$ cat src/rtl/master_config_seq_if.sv
// master_config_seq_if: front-panel keys, switches and per-master config outputs of master_config_seq.
//   master modport : sequencer side (reads keys/SW/com_done, drives config, strobes and readback)
//   slave  modport : panel/bus side (drives keys/SW/com_done, reads config, strobes and readback)
interface master_config_seq_if #(
    parameter int MASTER_COUNT           = 2,
    parameter int SLAVE_COUNT            = 3,
    parameter int DATA_WIDTH             = 16,
    parameter int ADDR_WIDTH             = 12,
    parameter int MAX_MASTER_WRITE_DEPTH = 16,
    parameter int SW_WIDTH               = 18
);
    localparam int SEL_W = $clog2(SLAVE_COUNT + 1);
    localparam int MW    = (MASTER_COUNT > 1) ? $clog2(MASTER_COUNT) : 1;
    localparam int EW    = (MAX_MASTER_WRITE_DEPTH > 1) ? $clog2(MAX_MASTER_WRITE_DEPTH) : 1;
    logic                          jump_stateN;
    logic                          jump_next_addrN;
    logic [SW_WIDTH-1:0]           SW;
    logic                          com_done;
    logic [MASTER_COUNT*SEL_W-1:0] slave_sel;
    logic [MASTER_COUNT-1:0]       rw;
    logic [MASTER_COUNT-1:0]       ext_en;
    logic [MASTER_COUNT*ADDR_WIDTH-1:0] start_addr;
    logic [MASTER_COUNT*ADDR_WIDTH-1:0] end_addr;
    logic                          ext_wr;
    logic [MW-1:0]                 ext_wr_master;
    logic [EW-1:0]                 ext_wr_addr;
    logic [DATA_WIDTH-1:0]         ext_wr_data;
    logic                          config_ready;
    logic                          start_com;
    logic                          rd_req;
    logic [MW-1:0]                 rd_master;
    logic [EW-1:0]                 rd_addr;
    modport master (
        input  jump_stateN, jump_next_addrN, SW, com_done,
        output slave_sel, rw, ext_en, start_addr, end_addr, ext_wr, ext_wr_master, ext_wr_addr,
               ext_wr_data, config_ready, start_com, rd_req, rd_master, rd_addr
    );
    modport slave (
        output jump_stateN, jump_next_addrN, SW, com_done,
        input  slave_sel, rw, ext_en, start_addr, end_addr, ext_wr, ext_wr_master, ext_wr_addr,
               ext_wr_data, config_ready, start_com, rd_req, rd_master, rd_addr
    );
endinterface

$ cat src/rtl/master_config_seq.sv
// master_config_seq: debounced two-key configuration sequencer for MASTER_COUNT bus masters.
//   clk  : system clock, all logic on posedge
//   rstN : synchronous active-low reset
//   bus  : master_config_seq_if.master -- keys (active low), SW, com_done in;
//          slave_sel/rw/ext_en/start_addr/end_addr config, ext_wr strobe, config_ready,
//          start_com pulse and rd_req readback out
// Optional feature macro CFG_READBACK_EN: next_addr press in DONE issues a readback request.
module master_config_seq #(
    parameter int MASTER_COUNT           = 2,
    parameter int SLAVE_COUNT            = 3,
    parameter int DATA_WIDTH             = 16,
    parameter int ADDR_WIDTH             = 12,
    parameter int MAX_MASTER_WRITE_DEPTH = 16,
    parameter int SW_WIDTH               = 18,
    parameter int DEBOUNCE_CYCLES        = 8
) (
    input logic               clk,
    input logic               rstN,
    master_config_seq_if.master bus
);
    localparam int SEL_W = $clog2(SLAVE_COUNT + 1);
    localparam int MW    = (MASTER_COUNT > 1) ? $clog2(MASTER_COUNT) : 1;
    localparam int EW    = (MAX_MASTER_WRITE_DEPTH > 1) ? $clog2(MAX_MASTER_WRITE_DEPTH) : 1;
    localparam int CW    = $clog2(DEBOUNCE_CYCLES + 1);
    localparam int AW    = ADDR_WIDTH;
    typedef enum logic [3:0] {SLV_SEL, RW_SEL, EXT_SEL, EXT_LOAD, START_ADDR, END_ADDR, READY, COMM, DONE} state_t;
    state_t                   r_state, w_state;
    logic [1:0]               w_raw_down, r_db_down, r_acc;
    logic [CW-1:0]            r_db_cnt [2];
    logic                     w_js, w_na, w_last;
    logic [MW:0]              w_nx;
    logic [MW-1:0]            r_m, w_m;
    logic [EW-1:0]            r_a, w_a;
    logic [AW-1:0]            w_cur_start, w_sw_addr;
    logic [MASTER_COUNT*SEL_W-1:0] r_slave_sel, w_slave_sel;
    logic [MASTER_COUNT-1:0]  r_rw, w_rw, r_ext_en, w_ext_en;
    logic [MASTER_COUNT*AW-1:0] r_start_addr, w_start_addr, r_end_addr, w_end_addr;
    logic                     r_ext_wr, w_ext_wr, r_start_com, w_start_com, r_rd_req, w_rd_req;
    logic [MW-1:0]            r_ext_wr_master, w_ext_wr_master, r_rd_master, w_rd_master;
    logic [EW-1:0]            r_ext_wr_addr, w_ext_wr_addr, r_rd_addr, w_rd_addr;
    logic [DATA_WIDTH-1:0]    r_ext_wr_data, w_ext_wr_data;
    // Lowest enabled master at index >= from; MSB flags whether one exists.
    function automatic logic [MW:0] next_en(input logic [MASTER_COUNT-1:0] mask, input int from);
        logic [MW:0] res;
        res = '0;
        for (int j = MASTER_COUNT - 1; j >= 0; j--)
            if (j >= from && mask[j]) res = {1'b1, MW'(j)};
        return res;
    endfunction
    assign w_raw_down = {~bus.jump_next_addrN, ~bus.jump_stateN};
    // Debounced level flips after DEBOUNCE_CYCLES consecutive disagreeing samples; r_acc pulses on press only.
    always_ff @(posedge clk) begin
        if (!rstN) begin
            r_db_down <= '0;
            r_acc     <= '0;
            for (int k = 0; k < 2; k++) r_db_cnt[k] <= '0;
        end else begin
            for (int k = 0; k < 2; k++) begin
                r_acc[k] <= 1'b0;
                if (w_raw_down[k] == r_db_down[k]) r_db_cnt[k] <= '0;
                else if (r_db_cnt[k] == CW'(DEBOUNCE_CYCLES - 1)) begin
                    r_db_cnt[k]  <= '0;
                    r_db_down[k] <= w_raw_down[k];
                    r_acc[k]     <= w_raw_down[k];
                end else r_db_cnt[k] <= r_db_cnt[k] + 1'b1;
            end
        end
    end
    // Simultaneous acceptance: state key wins, next_addr is dropped.
    assign w_js        = r_acc[0];
    assign w_na        = r_acc[1] & ~r_acc[0];
    assign w_last      = (r_m == MW'(MASTER_COUNT - 1));
    assign w_cur_start = r_start_addr[r_m*AW +: AW];
    assign w_sw_addr   = bus.SW[AW-1:0];
    always_comb begin
        w_state = r_state;
        w_m = r_m;
        w_a = r_a;
        w_nx = '0;
        w_slave_sel = r_slave_sel;
        w_rw = r_rw;
        w_ext_en = r_ext_en;
        w_start_addr = r_start_addr;
        w_end_addr = r_end_addr;
        w_ext_wr = 1'b0;
        w_ext_wr_master = r_ext_wr_master;
        w_ext_wr_addr = r_ext_wr_addr;
        w_ext_wr_data = r_ext_wr_data;
        w_start_com = 1'b0;
        w_rd_req = 1'b0;
        w_rd_master = r_rd_master;
        w_rd_addr = r_rd_addr;
        case (r_state)
            SLV_SEL: if (w_js) begin
                w_slave_sel = bus.SW[MASTER_COUNT*SEL_W-1:0];
                w_state = RW_SEL;
            end
            RW_SEL: if (w_js) begin
                w_rw = bus.SW[MASTER_COUNT-1:0];
                w_state = EXT_SEL;
            end
            EXT_SEL: if (w_js) begin
                w_ext_en = bus.SW[MASTER_COUNT-1:0];
                w_nx = next_en(bus.SW[MASTER_COUNT-1:0], 0);
                w_m = w_nx[MW] ? w_nx[MW-1:0] : '0;
                w_a = '0;
                w_state = w_nx[MW] ? EXT_LOAD : START_ADDR;
            end
            EXT_LOAD: if (w_js || w_na) begin
                w_ext_wr = 1'b1;
                w_ext_wr_master = r_m;
                w_ext_wr_addr = r_a;
                w_ext_wr_data = bus.SW[DATA_WIDTH-1:0];
                if (w_js) begin
                    w_nx = next_en(r_ext_en, int'(r_m) + 1);
                    w_m = w_nx[MW] ? w_nx[MW-1:0] : '0;
                    w_a = '0;
                    w_state = w_nx[MW] ? EXT_LOAD : START_ADDR;
                end else w_a = (r_a == EW'(MAX_MASTER_WRITE_DEPTH - 1)) ? r_a : r_a + 1'b1;
            end
            START_ADDR: if (w_js) begin
                w_start_addr[r_m*AW +: AW] = w_sw_addr;
                w_m = w_last ? '0 : r_m + 1'b1;
                w_state = w_last ? END_ADDR : START_ADDR;
            end
            END_ADDR: if (w_js) begin
                w_end_addr[r_m*AW +: AW] = (w_sw_addr < w_cur_start) ? w_cur_start : w_sw_addr;
                w_m = w_last ? '0 : r_m + 1'b1;
                w_state = w_last ? READY : END_ADDR;
            end
            READY: if (w_js) begin
                w_start_com = 1'b1;
                w_state = COMM;
            end
            COMM: if (bus.com_done) w_state = DONE;
            DONE: begin
                if (w_js) w_state = SLV_SEL;
`ifdef CFG_READBACK_EN
                if (w_na) begin
                    w_rd_req = 1'b1;
                    w_rd_master = (MASTER_COUNT > 1) ? MW'(bus.SW[SW_WIDTH-1]) : '0;
                    w_rd_addr = bus.SW[EW-1:0];
                end
`else
                w_rd_req = 1'b0;
`endif
            end
            default: w_state = SLV_SEL;
        endcase
    end
    always_ff @(posedge clk) begin
        if (!rstN) begin
            r_state <= SLV_SEL;
            r_m <= '0;
            r_a <= '0;
            r_slave_sel <= '0;
            r_rw <= '0;
            r_ext_en <= '0;
            r_start_addr <= '0;
            r_end_addr <= '0;
            r_ext_wr <= 1'b0;
            r_ext_wr_master <= '0;
            r_ext_wr_addr <= '0;
            r_ext_wr_data <= '0;
            r_start_com <= 1'b0;
            r_rd_req <= 1'b0;
            r_rd_master <= '0;
            r_rd_addr <= '0;
        end else begin
            r_state <= w_state;
            r_m <= w_m;
            r_a <= w_a;
            r_slave_sel <= w_slave_sel;
            r_rw <= w_rw;
            r_ext_en <= w_ext_en;
            r_start_addr <= w_start_addr;
            r_end_addr <= w_end_addr;
            r_ext_wr <= w_ext_wr;
            r_ext_wr_master <= w_ext_wr_master;
            r_ext_wr_addr <= w_ext_wr_addr;
            r_ext_wr_data <= w_ext_wr_data;
            r_start_com <= w_start_com;
            r_rd_req <= w_rd_req;
            r_rd_master <= w_rd_master;
            r_rd_addr <= w_rd_addr;
        end
    end
    assign bus.slave_sel     = r_slave_sel;
    assign bus.rw            = r_rw;
    assign bus.ext_en        = r_ext_en;
    assign bus.start_addr    = r_start_addr;
    assign bus.end_addr      = r_end_addr;
    assign bus.ext_wr        = r_ext_wr;
    assign bus.ext_wr_master = r_ext_wr_master;
    assign bus.ext_wr_addr   = r_ext_wr_addr;
    assign bus.ext_wr_data   = r_ext_wr_data;
    assign bus.config_ready  = (r_state == READY);
    assign bus.start_com     = r_start_com;
    assign bus.rd_req        = r_rd_req;
    assign bus.rd_master     = r_rd_master;
    assign bus.rd_addr       = r_rd_addr;
endmodule

$ cat src/flat_wrapper.sv
// flat-port wrapper written by rule: the top's interface ports become plain ports
module master_config_seq_flat 
#(
    parameter int MASTER_COUNT           = 2,
    parameter int SLAVE_COUNT            = 3,
    parameter int DATA_WIDTH             = 16,
    parameter int ADDR_WIDTH             = 12,
    parameter int MAX_MASTER_WRITE_DEPTH = 16,
    parameter int SW_WIDTH               = 18,
    parameter int DEBOUNCE_CYCLES        = 8
)
  (clk, rstN, bus_jump_stateN, bus_jump_next_addrN, bus_SW, bus_com_done, bus_slave_sel, bus_rw, bus_ext_en, bus_start_addr, bus_end_addr, bus_ext_wr, bus_ext_wr_master, bus_ext_wr_addr, bus_ext_wr_data, bus_config_ready, bus_start_com, bus_rd_req, bus_rd_master, bus_rd_addr);
  master_config_seq_if #(.MASTER_COUNT(MASTER_COUNT), .SLAVE_COUNT(SLAVE_COUNT), .DATA_WIDTH(DATA_WIDTH), .ADDR_WIDTH(ADDR_WIDTH), .MAX_MASTER_WRITE_DEPTH(MAX_MASTER_WRITE_DEPTH), .SW_WIDTH(SW_WIDTH)) bus_i ();
  input logic clk;
  input logic rstN;
  input wire logic [$bits(bus_i.jump_stateN)-1:0] bus_jump_stateN;
  input wire logic [$bits(bus_i.jump_next_addrN)-1:0] bus_jump_next_addrN;
  input wire logic [$bits(bus_i.SW)-1:0] bus_SW;
  input wire logic [$bits(bus_i.com_done)-1:0] bus_com_done;
  output wire logic [$bits(bus_i.slave_sel)-1:0] bus_slave_sel;
  output wire logic [$bits(bus_i.rw)-1:0] bus_rw;
  output wire logic [$bits(bus_i.ext_en)-1:0] bus_ext_en;
  output wire logic [$bits(bus_i.start_addr)-1:0] bus_start_addr;
  output wire logic [$bits(bus_i.end_addr)-1:0] bus_end_addr;
  output wire logic [$bits(bus_i.ext_wr)-1:0] bus_ext_wr;
  output wire logic [$bits(bus_i.ext_wr_master)-1:0] bus_ext_wr_master;
  output wire logic [$bits(bus_i.ext_wr_addr)-1:0] bus_ext_wr_addr;
  output wire logic [$bits(bus_i.ext_wr_data)-1:0] bus_ext_wr_data;
  output wire logic [$bits(bus_i.config_ready)-1:0] bus_config_ready;
  output wire logic [$bits(bus_i.start_com)-1:0] bus_start_com;
  output wire logic [$bits(bus_i.rd_req)-1:0] bus_rd_req;
  output wire logic [$bits(bus_i.rd_master)-1:0] bus_rd_master;
  output wire logic [$bits(bus_i.rd_addr)-1:0] bus_rd_addr;
  assign bus_i.jump_stateN = bus_jump_stateN;
  assign bus_i.jump_next_addrN = bus_jump_next_addrN;
  assign bus_i.SW = bus_SW;
  assign bus_i.com_done = bus_com_done;
  assign bus_slave_sel = bus_i.slave_sel;
  assign bus_rw = bus_i.rw;
  assign bus_ext_en = bus_i.ext_en;
  assign bus_start_addr = bus_i.start_addr;
  assign bus_end_addr = bus_i.end_addr;
  assign bus_ext_wr = bus_i.ext_wr;
  assign bus_ext_wr_master = bus_i.ext_wr_master;
  assign bus_ext_wr_addr = bus_i.ext_wr_addr;
  assign bus_ext_wr_data = bus_i.ext_wr_data;
  assign bus_config_ready = bus_i.config_ready;
  assign bus_start_com = bus_i.start_com;
  assign bus_rd_req = bus_i.rd_req;
  assign bus_rd_master = bus_i.rd_master;
  assign bus_rd_addr = bus_i.rd_addr;
  master_config_seq #(.MASTER_COUNT(MASTER_COUNT), .SLAVE_COUNT(SLAVE_COUNT), .DATA_WIDTH(DATA_WIDTH), .ADDR_WIDTH(ADDR_WIDTH), .MAX_MASTER_WRITE_DEPTH(MAX_MASTER_WRITE_DEPTH), .SW_WIDTH(SW_WIDTH), .DEBOUNCE_CYCLES(DEBOUNCE_CYCLES)) u_core (.clk(clk), .rstN(rstN), .bus(bus_i));
endmodule
$ cat config.mk
export PLATFORM = sky130hd
export DESIGN_NAME = master_config_seq_flat
export DESIGN_NICKNAME = d
export VERILOG_FILES = /design/src/rtl/master_config_seq_if.sv /design/src/rtl/master_config_seq.sv /design/src/flat_wrapper.sv
export SDC_FILE = /design/constraint.sdc
export NUM_CORES = 1
export LEC_CHECK = 0
export CORE_ASPECT_RATIO = 0.9
export CORE_MARGIN = 2
export CORE_UTILIZATION = 54
export CTS_BUF_LIST = sky130_fd_sc_hd__clkbuf_8 sky130_fd_sc_hd__clkbuf_16
export DETAILED_ROUTE_END_ITERATION = 6
export PLACE_DENSITY = 0.84
export SLEW_MARGIN = 10
export SYNTH_ARGS = -nofsm -noshare
export SYNTH_HDL_FRONTEND = slang
export SYNTH_SLANG_ARGS = --single-unit
export TNS_END_PERCENT = 1
$ cat constraint.sdc
create_clock -name clk -period 4.1 [get_ports clk]
set_input_delay 0.41 -clock clk [delete_from_list [all_inputs] [get_ports clk]]
set_output_delay 0.41 -clock clk [all_outputs]
set_load 0.05 [all_outputs]
==> out/qor.csv <==
stage;metric;value;unit
status;status;complete, no violations;
route;firstDrtPassIters;5;
floorplan;initial_utilization;56.51;%
final_layout;fin_util;71.67;%
grt;grt_first_pass_wirelength;18750;um
floorplan;fp.dieW;101.3;um
grt;grt_max_degree;65;
timing;min_period;3.126;ns
worst_setup_path;crit_type;reg2reg;
timing;tightest_slew;1.067;ns
final_layout;final_layout_size_suffix_gt1_share;8.652;%
logic_synthesis;ys_seq_elements;100;
floorplan;io_pins;109;
clocking;cts_root_buf;clkbuf_8;
final_layout;mostFrequentLayoutCells;clkdlybuf4s50_1 (100), dfxtp_1 (92), nand2_1 (80);
final_layout;final_cells;700;
clocking;cts_tree;built;
route;route.vias.total;4032;
worst_setup_path;cp_max_fo;16;
placed_design;gp_congestion;0.8928;
timing;setup_viol;0;
timing;rsz0062_at_grt;false;
timing;hold_slack;0.4606;ns
route;post-route-drc-count;0;
logic_synthesis;synth_edf_count;8;
final_layout;syn_to_final_growth;26.83;%
final_layout;nNetsFinal;633;
worst_setup_path;worstPathRequired;4.38;ns
timing;fmax;319.9;MHz
placed_design;dp_hpwl;8224;um
floorplan;die_h;91.59;um
timing;slew_violations;0;
logic_synthesis;synth_area;0.004603;mm^2
logic_synthesis;async_flop_share;0;%
grt;track_usage;25.69;%
logic_synthesis;syn_area_per_cell;9.133;um^2
worst_setup_path;cp-end-kind;register;
placed_design;place_inst;684;
logic_synthesis;syn_inst;504;
floorplan;core.rowCount;31;
worst_hold_path;hp-class;reg2reg;
grt;grt_pass1_vias;3806;
route;routedWlPerCell;16.61;um
timing;relSlewSlack;28.55;%
power_and_ir_drop;p_leak;0.002128;uW
final_layout;n_antenna_cell;0;
logic_synthesis;ys_types;55;
timing;final_hold_viol_count;0;
timing;post-route-period-util;76.24;%
route;dr.first_iter.drc_count;361;
worst_setup_path;cp.arrival;3.41;ns
clocking;cts_setup_buffers;0;
timing;setup_ws;0.9741;ns
logic_synthesis;yosysWarnings;0;
grt;antenna_found_initial;0;
grt;grt-ovfl-total;0;
floorplan;coreArea;0.008145;mm^2
placed_design;numPortBuffers;100;
clocking;cts.sinks;100;
flow_run;drv_cap;0;
clocking;cts_resized;0;
floorplan;die_area;0.009280;mm^2
route;routed_wl;11630;um
logic_synthesis;seq_area_frac_synth;45.23;%
clocking;cts_made_buffers;9;
timing;skew;0.008087;ns
final_layout;final_common_cell;clkdlybuf4s50_1;
timing;setup_tns;0;ns
clocking;holdBufCountCts;0;
route;via_per_inst;5.760;
power_and_ir_drop;p_per_area;303.4;mW/mm^2
clocking;htreeDepth;3;
placed_design;place_ws;0.9939;ns
clocking;cts.clk_slew.worst_paths;0.10;ns
clocking;clockBufferDepth;2;
clocking;insertion_delay;0.38;ns
logic_synthesis;ys.flop_type;dfxtp_1;
worst_setup_path;critPathLaunchType;register;
route;antenna_left;0;
power_and_ir_drop;ir_drop;230.8;uV
-- final cells by class --
cell class,instances,area (um^2)
Multi-Input combinational cell,359,2301
Clock inverter,7,82.58
Sequential cell,100,2082
Tap cell,99,123.9
Fill cell,653,2307
Inverter,19,71.32
Clock buffer,9,123.9
Timing Repair Buffer,107,1054
-- Yosys cell counts (all sizes together) (2+ instances only) --
| master | count | share of area (%) |
|---|---|---|
| mux2i | 39 | 8.5 |
| o221ai | 12 | 3.6 |
| dfxtp | 92 | 40 |
| o211a | 2 | 0.43 |
| a211oi | 4 | 0.65 |
| o21a | 3 | 0.49 |
| edfxtp | 8 | 5.2 |
| nor4 | 4 | 0.68 |
| buf | 19 | 2.7 |
| o41ai | 12 | 2.3 |
| conb | 2 | 0.16 |
| nand2 | 80 | 6.5 |
| or4 | 2 | 0.33 |
| nor2b | 3 | 0.41 |
| nor2 | 49 | 4.0 |
| nor4b | 3 | 0.57 |
| or2 | 4 | 0.54 |
| a31oi | 3 | 0.41 |
| ha | 14 | 3.8 |
| nand4 | 4 | 0.54 |
| a21oi | 39 | 4.2 |
| clkbuf | 19 | 1.5 |
| xor2 | 3 | 0.57 |
| and3 | 2 | 0.27 |
| o21ai | 5 | 0.54 |
| nand3 | 8 | 0.87 |
| nand2b | 7 | 0.95 |
| or3 | 4 | 0.54 |
| a31o | 13 | 2.5 |
| nor3 | 5 | 0.54 |
| inv | 19 | 1.5 |
| xnor2 | 6 | 1.1 |
-- path summary, 6_finish.rpt --
kind | from | to | slack [ns] | depth (start not counted)
max | u_core.r_m$_SDFFE_PN0P_ | u_core.bus.end_addr[15]$_SDFFE_PN0P_ | 0.97 | 9
min | u_core.bus.ext_wr_data[12]$_SDFFE_PN0P_ | u_core.bus.ext_wr_data[12]$_SDFFE_PN0P_ | 0.46 | 2
max reg2reg | u_core.r_m$_SDFFE_PN0P_ | u_core.bus.end_addr[15]$_SDFFE_PN0P_ | 0.97 | 9
min reg2reg | u_core.bus.ext_wr_data[12]$_SDFFE_PN0P_ | u_core.bus.ext_wr_data[12]$_SDFFE_PN0P_ | 0.46 | 2
-- kinds of logic (layout without fill, tap and decap cells) --
| logic type | after synthesis | in the layout | synth area share, % |
|---|---|---|---|
| other | 2 | 14 | 0.1631 |
| and+or+nand+nor | 180 | 180 | 17.78 |
| buffers and inverters | 57 | 142 | 5.762 |
| AOI/OAI and AO/OA | 102 | 102 | 16.74 |
| xor gates and xnor gates | 9 | 9 | 1.713 |
| muxes | 40 | 40 | 8.807 |
| adders and majority gates | 14 | 14 | 3.805 |
| DFF | 100 | 100 | 45.23 |
-- metal layers --
| metal | global-route usage (%) | vias up | share of wire (%) |
|---|---|---|---|
| li1 | - | 1946 | - |
| met1 | 33.80 | 1901 | 45 |
| met2 | 40.95 | 156 | 46 |
| met3 | 6.467 | 29 | 5.8 |
| met4 | 8.671 | 0 | 2.4 |
| met5 | 0 | - | 0 |
-- through the flow --
step / instance area [um^2] / total power [uW]
2_1_floorplan: 4648 / 1086
3_3_place_gp: 5632 / 1125
3_5_place_dp: 5632 / 1128
4_1_cts: 5838 / 1772
5_1_grt: 5838 / 1827
6_report: 5838 / 1771
-- critical path: stages, from the launching register on --
cell and delay [ns]:
dfxtp_1 0.59, buf_4 0.33, mux2i_1 0.45, ha_1 0.22
nand4_1 0.12, a211o_1 0.29, o22ai_1 0.44, buf_4 0.26
o41ai_1 0.09, a31o_2 0.23
-- power by group --
part	internal [uW]	switching, uW
clock network	293	370
registers	990	4.88
logic	38.2	75.0
-- registers in the layout, indices dropped and copies added, names as in the netlist, 4 cells and up --
register / count
u_core.bus.start_addr: 24
u_core.r_a: 4
u_core.bus.end_addr: 24
u_core.r_state: 4
u_core.bus.ext_wr_addr: 4
u_core.bus.slave_sel: 4
u_core.r_db_cnt: 8
u_core.bus.ext_wr_data: 16
Power figures use the tool's default switching activity.
